<file path="src/rtl/sha_work_dispatcher.sv">
// Host-side dispatcher for the SHA miner: assembles a 96-byte work unit, runs
// the miner until flag, timeout or host abort, then returns a 5-byte result.
module sha_work_dispatcher #(
  parameter logic [31:0] TIMEOUT_CYCLES = 32'hFFFF_FFFF
) (
  input  logic         clk,
  input  logic         n_rst,
  input  logic [7:0]   rx_data,
  input  logic         rx_valid,
  output logic [7:0]   tx_data,
  output logic         tx_valid,
  input  logic         tx_ready,
  output logic [255:0] mid_state,
  output logic [511:0] head_data,
  output logic         load_state,
  output logic         solve_en,
  input  logic         flag,
  input  logic [31:0]  golden_nonce,
  output logic         busy
);

  // state | meaning
  // RECV  | shifting in work bytes, miner held cleared
  // ARM   | work unit published, miner counters released
  // SOLVE | miner running, watching flag / timeout / host abort
  // SEND  | returning status + nonce frame
  typedef enum logic [1:0] {RECV, ARM, SOLVE, SEND} state_t;

  state_t         state_q;
  logic [767:0]   shift_q;
  logic [767:0]   shift_d;
  logic [6:0]     cnt_q;
  logic [255:0]   mid_q;
  logic [511:0]   head_q;
  logic           load_q;
  logic           solve_q;
  logic [31:0]    timer_q;
  logic [31:0]    nonce_q;
  logic [7:0]     status_q;
  logic [2:0]     idx_q;
  logic           txv_q;

  assign shift_d = {shift_q[759:0], rx_data};

  always_ff @(posedge clk or negedge n_rst) begin
    if (!n_rst) begin
      state_q  <= RECV;
      shift_q  <= '0;
      cnt_q    <= '0;
      mid_q    <= '0;
      head_q   <= '0;
      load_q   <= 1'b0;
      solve_q  <= 1'b0;
      timer_q  <= '0;
      nonce_q  <= '0;
      status_q <= '0;
      idx_q    <= '0;
      txv_q    <= 1'b0;
    end else begin
      case (state_q)
        RECV: begin
          if (rx_valid) begin
            shift_q <= shift_d;
            if (cnt_q == 7'd95) begin
              cnt_q   <= '0;
              mid_q   <= shift_d[767:512];
              head_q  <= shift_d[511:0];
              load_q  <= 1'b1;
              state_q <= ARM;
            end else begin
              cnt_q <= cnt_q + 7'd1;
            end
          end
        end
        ARM: begin
          solve_q <= 1'b1;
          // Down-counter: terminal count 0 lands on the TIMEOUT_CYCLES-th SOLVE cycle.
          timer_q <= TIMEOUT_CYCLES - 32'd1;
          state_q <= SOLVE;
        end
        SOLVE: begin
          timer_q <= timer_q - 32'd1;
          if (rx_valid) begin
            shift_q <= shift_d;
            cnt_q   <= 7'd1;
            load_q  <= 1'b0;
            solve_q <= 1'b0;
            state_q <= RECV;
          end else if (flag) begin
            nonce_q  <= golden_nonce;
            status_q <= 8'h01;
            load_q   <= 1'b0;
            solve_q  <= 1'b0;
            txv_q    <= 1'b1;
            idx_q    <= '0;
            state_q  <= SEND;
          end else if (timer_q == 32'd0) begin
            nonce_q  <= '0;
            status_q <= 8'h00;
            load_q   <= 1'b0;
            solve_q  <= 1'b0;
            txv_q    <= 1'b1;
            idx_q    <= '0;
            state_q  <= SEND;
          end
        end
        SEND: begin
          if (tx_ready) begin
            if (idx_q == 3'd4) begin
              txv_q   <= 1'b0;
              idx_q   <= '0;
              state_q <= RECV;
            end else begin
              idx_q <= idx_q + 3'd1;
            end
          end
        end
        default: state_q <= RECV;
      endcase
    end
  end

  always_comb begin
    tx_data = status_q;
    case (idx_q)
      3'd1:    tx_data = nonce_q[31:24];
      3'd2:    tx_data = nonce_q[23:16];
      3'd3:    tx_data = nonce_q[15:8];
      3'd4:    tx_data = nonce_q[7:0];
      default: tx_data = status_q;
    endcase
  end

  assign tx_valid   = txv_q;
  assign mid_state  = mid_q;
  assign head_data  = head_q;
  assign load_state = load_q;
  assign solve_en   = solve_q;
  assign busy       = (state_q != RECV);

endmodule

</file>
<file path="config.mk">
export PLATFORM = sky130hd
export DESIGN_NAME = sha_work_dispatcher
export DESIGN_NICKNAME = d
export VERILOG_FILES = /design/src/rtl/sha_work_dispatcher.sv
export SDC_FILE = /design/constraint.sdc
export NUM_CORES = 2
export LEC_CHECK = 0
export ABC_AREA = 1
export CORE_MARGIN = 10
export CORE_UTILIZATION = 57
export CTS_BUF_LIST = sky130_fd_sc_hd__clkbuf_8
export CTS_CLUSTER_DIAMETER = 120
export DETAILED_ROUTE_END_ITERATION = 16
export GPL_ROUTABILITY_DRIVEN = 1
export PLACE_DENSITY_LB_ADDON = 0.15
export SKIP_LAST_GASP = 1
export SYNTH_ARGS = -nofsm -noshare
export SYNTH_HDL_FRONTEND = slang
export SYNTH_SLANG_ARGS = --single-unit
</file>
<file path="constraint.sdc">
create_clock -name clk -period 2.05 [get_ports clk]
set_input_delay 0.41 -clock clk [delete_from_list [all_inputs] [get_ports clk]]
set_output_delay 0.41 -clock clk [all_outputs]
set_load 0.02 [all_outputs]
</file>
# Word level (Yosys, flattened, before mapping)
# Cells that the tools add are included.
# Widths: inputs -> output; s select.
[word_totals]
reg_bits = 1615
latchBits = 0
ramBits = 0
mem_bits_ro = 0
input_bits = 45
output_inout_bits = 780
memories = 0
[classes]
n_addsub = 3
mul = 0
n_div = 0
n_lt_le_gt_ge = 0
eq_ne = 16
shifts = 0
mux = 37
bitwise = 1
n_reduce_logical = 17
[op_table]
columns = ["cell", "count"]
rows = [
  ["$mux 32", 2],
  ["$pmux 32 s2", 1],
  ["$logic_not 32->1", 1],
  ["$pmux 8 s4", 1],
  ["$sub 32x1->32 const B", 1],
  ["$mux 7", 3],
  ["$mux 8", 2],
  ["$mux 3", 5],
  ["$mux 2", 7],
  ["$pmux 7 s2", 1],
  ["$ne 2x2->1 const B", 6],
  ["$mux 1", 10],
  ["$reduce_and 5->1", 2],
  ["$reduce_bool 2->1", 5],
  ["$reduce_and 3->1", 3],
  ["$pmux 2 s4", 1],
  ["$reduce_and 4->1", 2],
  ["$add 7x1->7 const B", 1],
  ["$eq 7x7->1 const B", 1],
  ["$eq 3x2->1 const B", 2],
  ["$pmux 1 s2", 3],
  ["$pmux 3 s2", 1],
  ["$eq 2x2->1 const B", 2],
  ["$ne 4x4->1 const B", 1],
  ["other kinds (9)", 10],
]

# Longest topological paths before layout
[logic_depth]
word_depth = 5
depth_mapped = 12

# Least setup slack after synthesis
# No wires, ideal clock.
[synth_timing]
kind = "register -> output"
startpoint = "register idx_q[0]"
endpoint = "output tx_data[0]"
t_arrival_ps = 1532
required_ps = 1640
path_slack_ps = 108
path_stages_with_launch = 7
path_cell_list = "dfrtp_1 -> ha_1 -> ha_1 -> clkbuf_1 -> a22o_1 -> a221oi_1 -> nand2_1"
[synth_between]
elab_chain_cells = 2
[synth_lines]
columns = ["element", "line", "source"]
rows = [
  ["start, declared", "40", "logic [2:0] idx_q;"],
  ["start signal, assigned", "114", "idx_q <= idx_q + 3'd1;"],
  ["$eq 3x3->1, or another cell as far along", "125", "case (idx_q)"],
  ["$pmux 8 s4 (*)", "125", ""],
  ["end, declared", "10", "output logic [7:0] tx_data,"],
]
# Every way passes the cells marked *; elsewhere a longest branch is shown, timed or not.

# Worst setup path after layout
# Ends and elaborated chain as after synthesis.

==> metrics <==
status=finished with violations; failing checks=setup timing; clock sink count=about 1600; Initial Util=0.576; Layout Skew=roughly 67 ps; worst vdd ir=approximately 0.00063 V; Placed Cells=8409; Hold Slack=around 39 ps; initial antenna violation count=2; final worst-path cycle share=1.39; sequential fraction of the synthesis area=0.661; Design Area, Final=approximately 79000 um^2; largest net degree at the start of global routing=98; total power=between 70 and 80 mW; global-route met1 utilization=0.347; WS Path Type=reg -> out; Yosys reg bits=1608; Root Driver=clkbuf_8; gr ovfl total=0; Post-synth top flop=dfrtp_1; Total Routing Usage GR=0.281; EDFF count, synth=0; FF/Latch Area=a little over 40000 um^2; core area=between 100000 and 150000 um^2; CTS tree=yes; R2R Setup Slk=-80 ps; worst-skew pair later-pin latency=approximately 970 ps; worst slew pin tran=708 ps; post-synth top area cell=dfrtp_1; Vias/cell=~5.5; area grow syn2layout=29.4%; met3 GRT Util=0.0710; cell leakage power=~38 nW; Final ANT Viol Nets=0; CP Max Fanout=4; via count=just under 50000; Min-Delay Path Class=in -> async; top-count cell post-synth=nand2_1; setup slack after layout=-792 ps; Finished Layout Cells=between 9000 and 10000; final hold viol count=0; vias in the first global route=around 47000; Post-Route Setup TNS=-11080 ps; RSZ-0062 raised after global routing=true; syn_nets=6345; WL final=195000 um; gpl congestion=slightly below 0.9; Arr. time, crit path=roughly 2400 ps; Achievable Freq=roughly 350 MHz; Fill cells=7105; Final Slew Violations=0; Most Crowded Layer GR=met2; area share of the largest cell type after synthesis=0.661; Synth area leaders=dfrtp_1, nand2_1, o21ai_0, o21ai_1, inv_1; number of remaining DRC errors=0; Critical Path End Type=primary output; Die X=roughly 350 um; CP Data Required Time=1640 ps; H-tree levels=5; Slew headroom=0.528; DR iter-0 viols=4484; total of max-cap violations=0; synthesized area=60800 um^2; CP Launch Type=flip-flop; clock buffer depth=4; Syn Area/Cell=9.67 um^2; Yosys cell types=31; I/O pins=a little over 800; share of cells above drive strength 1=0.234; Power Dens Cells=about 1000 nW/um^2; Routed WL per cell=around 21 um; Multi-input gate area=approximately 16000 um^2; share of synthesized registers carrying an async set or reset=1.00; fin nets=approximately 7600; DIE AREA=120000 um^2; synth cell count leaders=nand2_1, dfrtp_1, o21ai_0, inv_1, o21ai_1; Final setup violation count=around 270; PortBufs=between 800 and 900; min Tclk post-route=~2800 ps; Post-Synthesis Cells=around 6300; Post-DP HPWL=~120000 um; clk slew on worst S/H paths=about 70 ps; TritonCTS buffer count=approximately 280; chip height=347 um; Site Rows=between 100 and 150; Placement Cell Area=72000 um^2; first-pass GRT wire length=approximately 270000 um; 1st-pass router iterations=6; Synth Warn #=0; met2 Usage GRT=0.450
[worst max-delay path, stage by stage (launching register included)]
cell	delay, ps
dfrtp_2	430
inv_2	80
ha_2	190
nand2_2	90
inv_4	50
a22o_1	190
a221oi_2	170
nand2_1	130
buf_6	150
[metrics by stage]
step | util | setup WS, ps
after global routing | 0.746 | -883
after detailed placement | 0.683 | -352
after floorplan | - | 108
after global placement | 0.683 | -351
after CTS | 0.707 | -859
final | 0.746 | -792
[metal layers]
metal,vias to the layer above,share of wire,wire length (um)
li1,22400,-,-
met1,24600,0.37,72400
met2,2213,0.48,94300
met3,532,0.084,16500
met4,2,0.062,12100
met5,-,0.00010,20
[layout by cell type, fill, tap and decap left out, drive strengths merged, types with 2 or more instances in the layout]
cell type,instances
nand2,1775
dfrtp,1608
o21ai,1539
buf,1132
inv,901
clkbuf,424
nand3,75
nor2,74
clkdlybuf4s50,43
clkdlybuf4s15,33
dlygate4sd3,32
clkinv,20
a21oi,14
nand4,13
ha,11
clkinvlp,7
o22ai,3
or2,3
o211ai,3
bufbuf,2
[sequential cells by signal, summed over array words and instances, names as in the netlist, 2 cells and up]
name / cells
cnt_q: 7
nonce_q: 32
head_data: 512
idx_q: 3
mid_state: 256
timer_q: 32
state_q: 2
shift_q: 760
[area by class of cell]
class	count	share of cell area
multi-input cells	3517	0.203
repair inverters	2	0.000254
flip-flops and latches	1608	0.512
repair buffers	1331	0.159
inverters	811	0.0390
diodes	1	0.0000318
clock buffers	335	0.0586
well taps	1391	0.0221
clock inverters	115	0.00660
[cell families (layout without fill, tap and decap cells)]
logic type / count (synthesis) / count (layout) / synth area share
adders and majority gates: 11 / 11 / 0.00226
buffers and inverters: 1164 / 2594 / 0.0840
xor gates and xnor gates: 1 / 1 / 0.000144
DFF: 1608 / 1608 / 0.661
other: 0 / 1 / 0
AOI/OAI and AO/OA: 1562 / 1562 / 0.129
and+or+nand+nor: 1943 / 1943 / 0.123
[power breakdown]
part / total, mW / internal, mW / switching [mW]
registers: 35.0 / 33.8 / 1.26
clock network: 27.5 / 14.7 / 12.8
logic: 16.5 / 7.35 / 9.17
total: 79.1 / 55.8 / 23.3
[worst paths after layout]
path	cells after the start	endpoint	from
worst max-delay path	8	tx_data[0]	idx_q[0]
worst min-delay path	2	shift_q[467]	n_rst
worst max register to register	11	head_data[438]	cnt_q[1]
worst min register to register	2	mid_state[159]	mid_state[159]
max in group asynchronous	4	shift_q[731]	n_rst
min in group clk	3	head_data[2]	rx_data[2]
[repair_timing]
| action | in CTS | in global routing |
|---|---|---|
| setup endpoints to repair | 798 | 811 |
| hold buffers | 32 | 0 |
| buffers inserted | 29 | 65 |
| gates cloned | 7 | 118 |
| hold endpoints to repair | 1078 | 0 |
| pin swaps | 10 | 17 |
| resized for setup | 3342 | 318 |
No activity file was read; power rests on OpenSTA's default activity.
